===== src/rtl/hazard_pkg.sv =====
// hazard_pkg: shared definitions for the hazard / forwarding controller.
//   - forwarding-mux select codes
//   - result-source and pipeline-stage enums
//   - TUSE_NONE marker for operands that are never read
//   - tnew(): cycles until a producer's result exists, by stage and source
//   - sel_code(): youngest-first forwarding select from per-stage match bits
package hazard_pkg;

    localparam logic [2:0] SEL_RF    = 3'b000;  // register file / no forward
    localparam logic [2:0] SEL_AO_M  = 3'b001;  // ALU result sitting in M
    localparam logic [2:0] SEL_M4    = 3'b010;  // write-back data in W
    localparam logic [2:0] SEL_PC8_E = 3'b011;  // link address sitting in E
    localparam logic [2:0] SEL_PC8_M = 3'b100;  // link address sitting in M
    localparam logic [2:0] SEL_PC8_W = 3'b101;  // link address sitting in W

    typedef enum logic [1:0] {
        SRC_ALU = 2'd0,
        SRC_MEM = 2'd1,
        SRC_PC8 = 2'd2
    } src_t;

    typedef enum logic [1:0] {
        STG_E = 2'd0,
        STG_M = 2'd1,
        STG_W = 2'd2
    } stage_t;

    localparam logic [1:0] TUSE_NONE = 2'd3;

    // Cycles until the producer in stage stg has its result available.
    function automatic logic [1:0] tnew(input stage_t stg, input logic [1:0] src);
        logic [1:0] t;
        t = 2'd0;
        case (stg)
            STG_E: begin
                if (src == SRC_MEM)      t = 2'd2;
                else if (src == SRC_PC8) t = 2'd0;
                else                     t = 2'd1;
            end
            STG_M:   t = (src == SRC_MEM) ? 2'd1 : 2'd0;
            default: t = 2'd0;
        endcase
        return t;
    endfunction

    // The youngest matching stage decides even when its value is not ready
    // yet; in that case the stall logic holds the consumer and a later
    // cycle picks the value up from an older stage.
    function automatic logic [2:0] sel_code(
        input logic       hit_e,
        input logic [1:0] src_e,
        input logic       hit_m,
        input logic [1:0] src_m,
        input logic       hit_w,
        input logic [1:0] src_w
    );
        logic [2:0] code;
        code = SEL_RF;
        if (hit_e) begin
            code = (src_e == SRC_PC8) ? SEL_PC8_E : SEL_RF;
        end else if (hit_m) begin
            if (src_m == SRC_PC8)      code = SEL_PC8_M;
            else if (src_m == SRC_MEM) code = SEL_RF;
            else                       code = SEL_AO_M;
        end else if (hit_w) begin
            code = (src_w == SRC_PC8) ? SEL_PC8_W : SEL_M4;
        end
        return code;
    endfunction

endpackage


===== src/rtl/hz_stage_reg.sv =====
// hz_stage_reg: one entry of the controller's shadow pipeline.
//   clk        pipeline clock
//   reset_n    asynchronous active-low reset (entry becomes a bubble)
//   i_bubble   synchronous: load a bubble instead of the incoming entry
//   i_a3/o_a3  destination register (0 = no write)
//   i_src/o_src result source
//   i_rs/o_rs, i_rt/o_rt  consumer register fields
module hz_stage_reg #(
    parameter int AW = 5
) (
    input  logic          clk,
    input  logic          reset_n,
    input  logic          i_bubble,
    input  logic [AW-1:0] i_a3,
    input  logic [1:0]    i_src,
    input  logic [AW-1:0] i_rs,
    input  logic [AW-1:0] i_rt,
    output logic [AW-1:0] o_a3,
    output logic [1:0]    o_src,
    output logic [AW-1:0] o_rs,
    output logic [AW-1:0] o_rt
);

    logic [AW-1:0] r_a3;
    logic [1:0]    r_src;
    logic [AW-1:0] r_rs;
    logic [AW-1:0] r_rt;

    always_ff @(posedge clk or negedge reset_n) begin
        if (!reset_n) begin
            r_a3  <= '0;
            r_src <= '0;
            r_rs  <= '0;
            r_rt  <= '0;
        end else if (i_bubble) begin
            r_a3  <= '0;
            r_src <= '0;
            r_rs  <= '0;
            r_rt  <= '0;
        end else begin
            r_a3  <= i_a3;
            r_src <= i_src;
            r_rs  <= i_rs;
            r_rt  <= i_rt;
        end
    end

    assign o_a3  = r_a3;
    assign o_src = r_src;
    assign o_rs  = r_rs;
    assign o_rt  = r_rt;

endmodule


===== src/rtl/hazard_fwd_ctrl.sv =====
// hazard_fwd_ctrl: stall and forwarding-select generation for a 5-stage
// pipeline. Tracks producer/consumer info of the E, M and W instructions in
// its own shadow pipeline, so only D-stage decode fields come in.
//   clk, reset_n                pipeline clock, async active-low reset
//   rs_d, rt_d                  D-stage source registers
//   tuse_rs_d, tuse_rt_d        cycles until each operand is needed (3 = unused)
//   a3_d, src_d                 D-stage destination and result source
//   F_RS_sel, F_RT_sel          D-stage operand forward selects
//   F_ALUA_Esel, F_ALUB_Esel    E-stage ALU operand forward selects
//   F_WD_Msel                   M-stage store-data forward select
//   stall, bubble_e             freeze PC/FD, clear D/E
module hazard_fwd_ctrl
    import hazard_pkg::*;
#(
    parameter int AW = 5,
    parameter int SW = 3
) (
    input  logic          clk,
    input  logic          reset_n,
    input  logic [AW-1:0] rs_d,
    input  logic [AW-1:0] rt_d,
    input  logic [1:0]    tuse_rs_d,
    input  logic [1:0]    tuse_rt_d,
    input  logic [AW-1:0] a3_d,
    input  logic [1:0]    src_d,
    output logic [SW-1:0] F_RS_sel,
    output logic [SW-1:0] F_RT_sel,
    output logic [SW-1:0] F_ALUA_Esel,
    output logic [SW-1:0] F_ALUB_Esel,
    output logic [SW-1:0] F_WD_Msel,
    output logic          stall,
    output logic          bubble_e
);

    // Index 0 is the incoming D instruction, 1..3 are the E, M, W entries.
    logic [AW-1:0] w_a3  [0:3];
    logic [1:0]    w_src [0:3];
    logic [AW-1:0] w_rs  [0:3];
    logic [AW-1:0] w_rt  [0:3];
    logic          w_stall;
    logic          w_stall_rs;
    logic          w_stall_rt;
    logic          w_unused;

    // $0 is hard-wired, so a write to it never produces anything to forward.
    function automatic logic hit(input logic [AW-1:0] a3, input logic [AW-1:0] r);
        return (a3 == r) && (r != '0);
    endfunction

    assign w_a3[0]  = a3_d;
    // The undefined source code 3 behaves like an ALU result.
    assign w_src[0] = (src_d == 2'd3) ? 2'(SRC_ALU) : src_d;
    assign w_rs[0]  = rs_d;
    assign w_rt[0]  = rt_d;

    genvar gi;
    generate
        for (gi = 0; gi < 3; gi++) begin : g_stage
            hz_stage_reg #(.AW(AW)) u_reg (
                .clk      (clk),
                .reset_n  (reset_n),
                .i_bubble ((gi == 0) ? w_stall : 1'b0),
                .i_a3     (w_a3[gi]),
                .i_src    (w_src[gi]),
                .i_rs     (w_rs[gi]),
                .i_rt     (w_rt[gi]),
                .o_a3     (w_a3[gi+1]),
                .o_src    (w_src[gi+1]),
                .o_rs     (w_rs[gi+1]),
                .o_rt     (w_rt[gi+1])
            );
        end
    endgenerate

    // A consumer stalls when any E or M producer of its register will not
    // have the value by the time the consumer needs it. W is always ready.
    always_comb begin
        w_stall_rs = 1'b0;
        w_stall_rt = 1'b0;
        if (tuse_rs_d != TUSE_NONE) begin
            w_stall_rs = (hit(w_a3[1], rs_d) && (tuse_rs_d < tnew(STG_E, w_src[1])))
                      || (hit(w_a3[2], rs_d) && (tuse_rs_d < tnew(STG_M, w_src[2])));
        end
        if (tuse_rt_d != TUSE_NONE) begin
            w_stall_rt = (hit(w_a3[1], rt_d) && (tuse_rt_d < tnew(STG_E, w_src[1])))
                      || (hit(w_a3[2], rt_d) && (tuse_rt_d < tnew(STG_M, w_src[2])));
        end
        w_stall = w_stall_rs || w_stall_rt;
    end

    assign stall    = w_stall;
    assign bubble_e = w_stall;

    assign F_RS_sel = SW'(sel_code(hit(w_a3[1], rs_d), w_src[1],
                                   hit(w_a3[2], rs_d), w_src[2],
                                   hit(w_a3[3], rs_d), w_src[3]));
    assign F_RT_sel = SW'(sel_code(hit(w_a3[1], rt_d), w_src[1],
                                   hit(w_a3[2], rt_d), w_src[2],
                                   hit(w_a3[3], rt_d), w_src[3]));

    // E-stage consumers only see producers that are older than E.
    assign F_ALUA_Esel = SW'(sel_code(1'b0, w_src[1],
                                      hit(w_a3[2], w_rs[1]), w_src[2],
                                      hit(w_a3[3], w_rs[1]), w_src[3]));
    assign F_ALUB_Esel = SW'(sel_code(1'b0, w_src[1],
                                      hit(w_a3[2], w_rt[1]), w_src[2],
                                      hit(w_a3[3], w_rt[1]), w_src[3]));

    // Store data in M can only come from W.
    assign F_WD_Msel = SW'(sel_code(1'b0, w_src[1],
                                    1'b0, w_src[2],
                                    hit(w_a3[3], w_rt[2]), w_src[3]));

    // Consumer fields of older entries are carried along but not consulted.
    assign w_unused = ^{w_rs[2], w_rs[3], w_rt[3]};

endmodule


===== config.mk =====
export PLATFORM = sky130hd
export DESIGN_NAME = hazard_fwd_ctrl
export DESIGN_NICKNAME = d
export VERILOG_FILES = /design/src/rtl/hazard_pkg.sv /design/src/rtl/hz_stage_reg.sv /design/src/rtl/hazard_fwd_ctrl.sv
export SDC_FILE = /design/constraint.sdc
export NUM_CORES = 1
export LEC_CHECK = 0
export CAP_MARGIN = 20
export CORE_MARGIN = 10
export CORE_UTILIZATION = 53
export CTS_BUF_LIST = sky130_fd_sc_hd__clkbuf_8
export DETAILED_ROUTE_END_ITERATION = 10
export PLACE_DENSITY = 0.86
export SYNTH_ARGS = -nofsm -noshare
export SYNTH_HDL_FRONTEND = slang
export SYNTH_SLANG_ARGS = --single-unit

===== constraint.sdc =====
create_clock -name clk -period 6.4 [get_ports clk]
set_input_delay 1.28 -clock clk [delete_from_list [all_inputs] [get_ports clk]]
set_output_delay 1.28 -clock clk [all_outputs]
set_load 0.05 [all_outputs]

==> metrics.txt <==
DRT Pass-1 Iters=6; clk buf depth=2; CTS Buf Count=5; CTS tree=built; FMAX=190 MHz; port bufs=39; setup tns final=0 ns; clk root buf=clkbuf_8; Placer Congestion=~0.89; vias per cell=5.47; Critical Path Most Common Cell=clkdlybuf4s50_1; outcome=complete, no violations; Die Area=7040 sq um; via count=1674; WL per Instance=approximately 16 microns; peak per-stage delay on the critical path=0.83 ns; Final Critical Period=5.26 ns; Critical Path RT=5.12 ns; Mapped Cells=~220; power density over the cells=201 nW/um^2; hold buffers post-CTS=0; prevailing post-synth register cell=dfrtp_1; max cap viols=0; clk sinks=36; Worst VDD drop=0.149 mV; Mapped Area=2170 sq um; PostCTS Resize Cnt=0; FF+latch count, synth=36; Slew Limit Fails=0; initial antenna violation count=0; Synth warnings=0; Worst Hold Class=register to register; Total Routing Usage GR=13.9%; RSZ-0062 raised after global routing=no; Yosys cell types=33; fin util=67.1%; hold_ws=0.415 ns; Core ar.=3970 sq um; CP Class=input port to output pin; Leak=1.02 nW; postcts setup bufs=0; final wirelength=between 4000 and 5000 microns; io pins=40; CP endpoint kind=output pin; crit share post-route=a little over 80%; Final Net Count=284; n_diodes=0; Clk pin slew, worst setup/hold paths=0.07 ns; area grow syn2layout=23.1%; worst-path cell chain=clkdlybuf4s50_1 > xnor2_1 > nand2_1 > or3_1 > or3b_1 > a31oi_1 > clkdlybuf4s50_1; die width=between 80 and 90 microns; Mapped Nets=247; Worst Path Arrival=between 3 and 4 ns; CP max FO=5; placed instance count=298; Filler Cell Count=327; antenna viol nets, final=0; first-pass GRT wire length=8160 microns; vias in the first global route=1779; worst-skew pair later-pin latency=0.29 ns; 1st-iter DRT viols=between 50 and 60; Starting Density=approximately 55%; Syn Area/Cell=9.93 sq um; Final Hold Vio Count=0; share of cells above drive strength 1=6.64%; Rel. slew slack=57.8%; gr ovfl total=0; Startpoint Class=input port; worst-margin pin slew=0.624 ns; critical path's slowest cell=clkdlybuf4s50_1; H-tree depth=2; row count=23; Post-synth EDFFs=0; Post-synth ARST share=100%; hpwl dp=3790 microns; fin cells=approximately 310; final setup vio count=0; DRC=0; Die Y=around 84 microns; skew final=0.00398 ns; sequential element share of the synthesized area=41.6%; largest net degree at the start of global routing=37
synth_stat cells (all sizes together) (3+ instances only):
master | n | area [sq um]
nor2 | 8 | 45.0
nand3b | 3 | 22.5
a21oi | 8 | 40.0
or3 | 3 | 18.8
nor4 | 9 | 71.3
and2 | 15 | 93.8
xnor2 | 43 | 377
nor2b | 3 | 18.8
nand2 | 14 | 52.6
dfrtp | 36 | 901
clkbuf | 7 | 26.3
nand3 | 12 | 60.1
ha | 6 | 75.1
nor3 | 7 | 35.0
or4 | 7 | 60.1
inv | 7 | 26.3
nor4b | 3 | 26.3
buf | 4 | 30.0
xor2 | 11 | 96.3
cells by family after synthesis:
logic type               share of synthesized area, %
AND/OR/NAND/NOR                                  25.5
flip-flops                                       41.6
adder cells (fa/ha/maj)                          3.47
AO/OA/AOI/OAI                                    3.81
buffers and inverters                            3.81
XOR/XNOR                                         21.8
cell usage in the layout (no fill, tap or decap), types with 3 or more instances in the layout:
| cell type | Yosys | layout |
|---|---|---|
| nand3_1 | 12 | 12 |
| xnor2_1 | 43 | 43 |
| nand3b_1 | 3 | 3 |
| nor4_1 | 8 | 8 |
| nor2b_1 | 3 | 3 |
| nand2_1 | 14 | 14 |
| clkbuf_8 | 0 | 5 |
| a21oi_1 | 8 | 8 |
| and2_1 | 15 | 15 |
| nor2_1 | 6 | 6 |
| xor2_1 | 11 | 11 |
| clkdlybuf4s50_1 | 0 | 39 |
| nor3_1 | 7 | 7 |
| ha_1 | 6 | 6 |
| or4_1 | 5 | 5 |
| dfrtp_1 | 36 | 36 |
| inv_1 | 6 | 6 |
| or3_1 | 3 | 3 |
| nor4b_1 | 3 | 3 |
power breakdown:
part	internal (mW)	leakage, nW	switching [mW]	total [mW]
clock	0.0757	0.0479	0.0804	0.156
combinational	0.0587	0.540	0.0583	0.117
sequential	0.242	0.429	0.0214	0.264
state kept, by name, summed over array words and instances (netlist names):
name and count:
g_stage.u_reg.o_rs 5, g_stage.u_reg.o_rt 10, g_stage.u_reg.o_a3 15, g_stage.u_reg.o_src 6
critical path, delay by kind of cell:
family,cells,cell delay [ns]
compound gates,1,0.19
simple gates,3,0.82
xor+xnor,1,0.17
buf+inv,2,1.50
per-layer routing:
layer / up-vias / part of all wire, % / global-route usage [%]
met3: 14 / 4.7 / 4.30
met1: 798 / 44 / 15.6
met5: - / 0 / 0
met4: 0 / 2.5 / 6.85
li1: 814 / - / -
met2: 48 / 49 / 23.2
metrics by stage:
step	instance area, sq um	power, mW	worst slack, ns
final	2670	0.537	1.14
after global routing	2670	0.566	1.02
after CTS	2670	0.542	1.16
after detailed placement	2580	0.386	1.17
after global placement	2580	0.383	1.21
after floorplan	2170	0.341	2.08
worst paths after layout:
check	from	to	slack [ns]	depth (start not counted)
hold / removal	g_stage[0].u_reg.o_src[0]	g_stage[1].u_reg.o_src[0]	0.41	0
min in group asynchronous	reset_n	g_stage[0].u_reg.o_rt[2]	1.42	2
max in group asynchronous	reset_n	g_stage[1].u_reg.o_src[0]	4.67	2
setup reg to reg	g_stage[0].u_reg.o_src[1]	g_stage[0].u_reg.o_src[0]	4.10	10
hold reg to reg	g_stage[0].u_reg.o_src[0]	g_stage[1].u_reg.o_src[0]	0.41	0
setup / recovery	rt_d[0]	F_RT_sel[0]	1.14	7
cell type report:
type | instances | area [sq um] | area share (%)
Multi-Input combinational cell | 164 | 1180 | 44.4
Sequential cell | 36 | 901 | 33.8
Timing Repair Buffer | 41 | 405 | 15.2
Clock buffer | 5 | 68.8 | 2.58
Tap cell | 50 | 62.6 | 2.35
Inverter | 7 | 26.3 | 0.986
Clock inverter | 3 | 18.8 | 0.704
(Power assumes the default switching activity.)
==> edit 1: new RTL, same settings <==
Reset style: synchronous (`reset_n`), changed in one clocked block. Comments in the files are not updated.
--- a/src/rtl/hz_stage_reg.sv
+++ b/src/rtl/hz_stage_reg.sv
@@ -26,7 +26,7 @@
     logic [AW-1:0] r_rs;
     logic [AW-1:0] r_rt;
 
-    always_ff @(posedge clk or negedge reset_n) begin
+    always_ff @(posedge clk) begin
         if (!reset_n) begin
             r_a3  <= '0;
             r_src <= '0;
Check against the original RTL: differs if reset_n is asserted again (counterexample within 4 cycles, from zero or initial values and one cycle with reset_n low); with reset_n held inactive, the same outputs for 10 cycles.
==> edit 1 against the unedited design <==
Clock power rose by 8%. Count of clock-buffer cells in the layout rose by 1. Setup slack improved by 0.14 ns. Via count rose by 11%. Sequential cell count did not move. Routed wire length rose by 12%. Cell area did not move. Worst hold slack improved by 0.084 ns. Clock skew rose by 0.0034 ns. Core utilization fell by 1.4 points. Power fell by 0.38%. Area after synthesis rose by 4.0%. Highest routed layer unchanged.
==> edit 1: results <==
set metrics [dict create \
    diodes 0 \
    first_global_vias 1949 \
    synthDistinctLibCells 38 \
    grt_pass1_wl_um 8960 \
    drt_iter0_drc 110 \
    nets 320 \
    grt_use_met2 0.259 \
    synth_adder_area_share 0.0333 \
    root_buffer "clkbuf_8" \
    finalWeightedCongestion 0.872 \
    yosys.area_share.xor_xnor 0.210 \
    ys_seq_area_frac 0.320 \
    holdPathStages 1 \
    min_path_type "flop to flop" \
    max_stage_delay_ns 0.80 \
    muxShareOfSynthArea 0 \
    fillers 332 \
    netlist_top_cells_area "dfxtp_1 32%, xor2_1 16%, nor3_1 6.4%" \
    via_count 1864 \
    port_buffers 39 \
    path_max_fanout 18 \
    pre_cts_ws_ns 1.29 \
    cts.clk_slew.worst_paths_ns 0.07 \
    synth_compound_area_frac 0.0555 \
    cts_resized 0 \
    p_leak_nw 1.15 \
    period_minus_slack_ns 5.12 \
    worstMarginPinSlew_ns 0.580 \
    grtUsageMet1 0.160 \
    reg2reg_depth 9 \
    drive_gt1_frac 0.0548 \
    antenna_found_initial 0 \
    wire_per_inst_um 15.6 \
    grt.met3_usage 0.0641 \
    maxCapViolCount 0 \
    ir_drop_uv 187 \
    synth-async-reset-ratio 0 \
    dr.pass1.iters 4 \
    ys_warn_count 0 \
    arrival_ns 3.84 \
    dp_hpwl_um 4120 \
    synthTopCellsByCount "41 x xor2_1, 36 x dfxtp_1, 29 x nor3_1" \
    synth_nets 299 \
    regToRegSetupSlack_ns 4.45 \
    grt_usage 0.151 \
    cts_htree_levels 2 \
    status "finished, final reports clean" \
    fin_skew_ns 0.00739 \
]
-- edit 1: path summary, 6_finish.rpt --
kind	from	to
max	rs_d[0]	bubble_e
min	g_stage[1].u_reg.o_src[0]	g_stage[2].u_reg.o_src[0]
max reg2reg	g_stage[0].u_reg.o_src[1]	g_stage[0].u_reg.o_rt[1]
min reg2reg	g_stage[1].u_reg.o_src[0]	g_stage[2].u_reg.o_src[0]
-- edit 1: power breakdown --
part / total (mW) / internal, mW / switching, mW
clock: 0.169 / 0.0858 / 0.0836
combinational: 0.118 / 0.0533 / 0.0644
sequential: 0.248 / 0.234 / 0.0132
total: 0.535 / 0.374 / 0.161
-- edit 1: cells by family after synthesis --
group | after synthesis
compound gates | 17
xor+xnor | 54
fa+ha+maj | 6
buf+inv | 33
flops | 36
simple gates | 124
-- edit 1: critical path: cells and delay by family --
family,cells,cell delay (ns)
AOI/OAI and AO/OA,1,0.08
xor gates and xnor gates,1,0.23
buffers and inverters,3,1.57
and+or+nand+nor,3,0.66
-- edit 1: cell type report --
type / count / area, µm² / area share
well taps: 50 / 62.6 / 0.0235
flip-flops and latches: 36 / 721 / 0.270
clock buffers: 6 / 82.6 / 0.0310
inverters: 5 / 18.8 / 0.00704
multi-input cells: 201 / 1340 / 0.501
clock inverters: 2 / 11.3 / 0.00423
repair buffers: 42 / 433 / 0.162
-- edit 1: through the flow --
stage,area (µm²),power (mW),util,hold slack [ns],std cells
after global placement,2540,0.364,0.627,0.470,333
after global routing,2670,0.560,0.657,0.524,342
final,2670,0.535,0.657,0.498,342
after detailed placement,2540,0.368,0.627,0.487,333
after floorplan,2250,0.334,-,0.457,270
after CTS,2640,0.535,0.650,0.501,341
-- edit 1: layer usage --
metal / vias to the layer above / part of all wire
met5: - / 0
met4: 0 / 0.020
met3: 9 / 0.087
met2: 73 / 0.51
met1: 847 / 0.39
li1: 935 / -
==> edit 2: new RTL, same settings <==
Without the edit above. The parameter `SW` goes from 3 to 6.
--- a/src/rtl/hazard_fwd_ctrl.sv
+++ b/src/rtl/hazard_fwd_ctrl.sv
@@ -13,7 +13,7 @@
     import hazard_pkg::*;
 #(
     parameter int AW = 5,
-    parameter int SW = 3
+    parameter int SW = 6
 ) (
     input  logic          clk,
     input  logic          reset_n,
Ports: changed (5 resized); port bits go from 40 to 55. No check against the original RTL was run, so the function may have changed too.
==> edit 2 against the unedited design <==
Cell count increased by 4.9%. Area after synthesis increased by 5.4%. Routed wire length increased by 6.7%. Sequential share of layout area decreased by 0.70 points. Cell area increased by 2.1%. Power increased by 4.4%. Setup slack got worse by 0.028 ns. Critical path depth increased by 1. Die area increased by 4.1%. Fmax decreased by 0.53%. Sequential cell count unchanged. Global-route usage increased by 0.12 points.
==> edit 2: results <==
set metrics [dict create \
    p_int_mw 0.377 \
    diodes 0 \
    holdPathEnd "g_stage[1].u_reg.o_src[1]" \
    ir_drop_uv 119 \
    cts_htree_levels 2 \
    regToRegSetupSlack_ns 4.14 \
    max_stage_delay_ns 0.80 \
    synthTopCellsByCount "43 x xnor2_1, 36 x dfrtp_1, 17 x buf_4" \
    fillers 338 \
    grt_pass1_wl_um 8360 \
    muxShareOfSynthArea 0 \
    synthFlopType "dfrtp_1" \
    path_max_fanout 18 \
    vias_per_cell 5.26 \
    finalWeightedCongestion 0.868 \
    pre_cts_ws_ns 1.15 \
    rr_endpoint "g_stage[0].u_reg.o_src[0]" \
    min-delay-start "g_stage[0].u_reg.o_src[1]" \
    dr.pass1.iters 4 \
    r2r_start "g_stage[0].u_reg.o_src[1]" \
    cts.path.max_buffers 2 \
    dp_hpwl_um 4000 \
    grt_usage 0.140 \
    drive_gt1_frac 0.0627 \
    timing.hold.ws_ns 0.411 \
    first_global_vias 1777 \
    holdPathStages 0 \
    arrival_ns 4.00 \
    fin_skew_ns 0.00517 \
    netlist_top_cells_area "dfrtp_1 39%, xnor2_1 17%, buf_4 5.6%" \
    cts_resized 0 \
    root_buffer "clkbuf_8" \
    synthDistinctLibCells 34 \
    largest_reg_flops 15 \
    clock_latency_ns 0.29 \
    synth-async-reset-ratio 1.00 \
    status "finished, final reports clean" \
    cts_buffers 5 \
    p_leak_nw 1.07 \
    synth_compound_area_frac 0.0362 \
    yosys.area_share.xor_xnor 0.207 \
    nets 299 \
    cts_setup_buffers 0 \
    final_antenna_net_count 0 \
    wire_per_inst_um 15.8 \
    worstMarginPinSlew_ns 0.538 \
    drt_iter0_drc 68 \
    synth_adder_area_share 0.0329 \
    ys_seq_area_frac 0.395 \
    grt_max_degree 37 \
]
[edit 2: cell count changes after synthesis]
cell | before | now
conb_1 | 0 | 1
buf_4 | 2 | 17
[edit 2: area by class of cell]
cell class / instances / area [µm²] / share of cell area
clock inverter: 3 / 18.8 / 0.00690
tap: 50 / 62.6 / 0.0230
multi-input combinational: 179 / 1240 / 0.455
sequential: 36 / 901 / 0.331
inverter: 7 / 26.3 / 0.00966
timing repair buffer: 41 / 405 / 0.149
clock buffer: 5 / 68.8 / 0.0253
[edit 2: metal layers]
layer	wire [µm]	vias up	GRT usage
li1	-	825	-
met2	2460	62	0.236
met5	0	-	0
met1	2110	793	0.154
met4	93	0	0.0494
met3	413	9	0.0587
[edit 2: power by group through the flow]
| stage | registers, mW | logic [mW] | clock network [mW] |
|---|---|---|---|
| 2_1_floorplan | 0.257 | 0.110 | 0 |
| 3_3_place_gp | 0.267 | 0.134 | 0 |
| 3_5_place_dp | 0.268 | 0.137 | 0 |
| 4_1_cts | 0.263 | 0.138 | 0.163 |
| 5_1_grt | 0.266 | 0.149 | 0.171 |
| 6_report | 0.263 | 0.137 | 0.159 |
[edit 2: worst max path at each step]
stage                 startpoint     endpoint  slack [ns]  cells past startpoint
finish                   rt_d[3]        stall        1.12                      8
global route             rt_d[3]        stall        0.92                      8
CTS                      rt_d[3]        stall        1.08                      8
detailed placement  tuse_rt_d[1]        stall        1.15                      9
global placement         rt_d[3]        stall        1.17                      8
floorplan                rt_d[1]  F_RT_sel[0]        2.08                      5
[edit 2: through the flow]
step	std cells	instance area, µm²
final	321	2720
after detailed placement	313	2630
after global placement	313	2630
after global routing	321	2720
after floorplan	248	2330
after CTS	321	2720
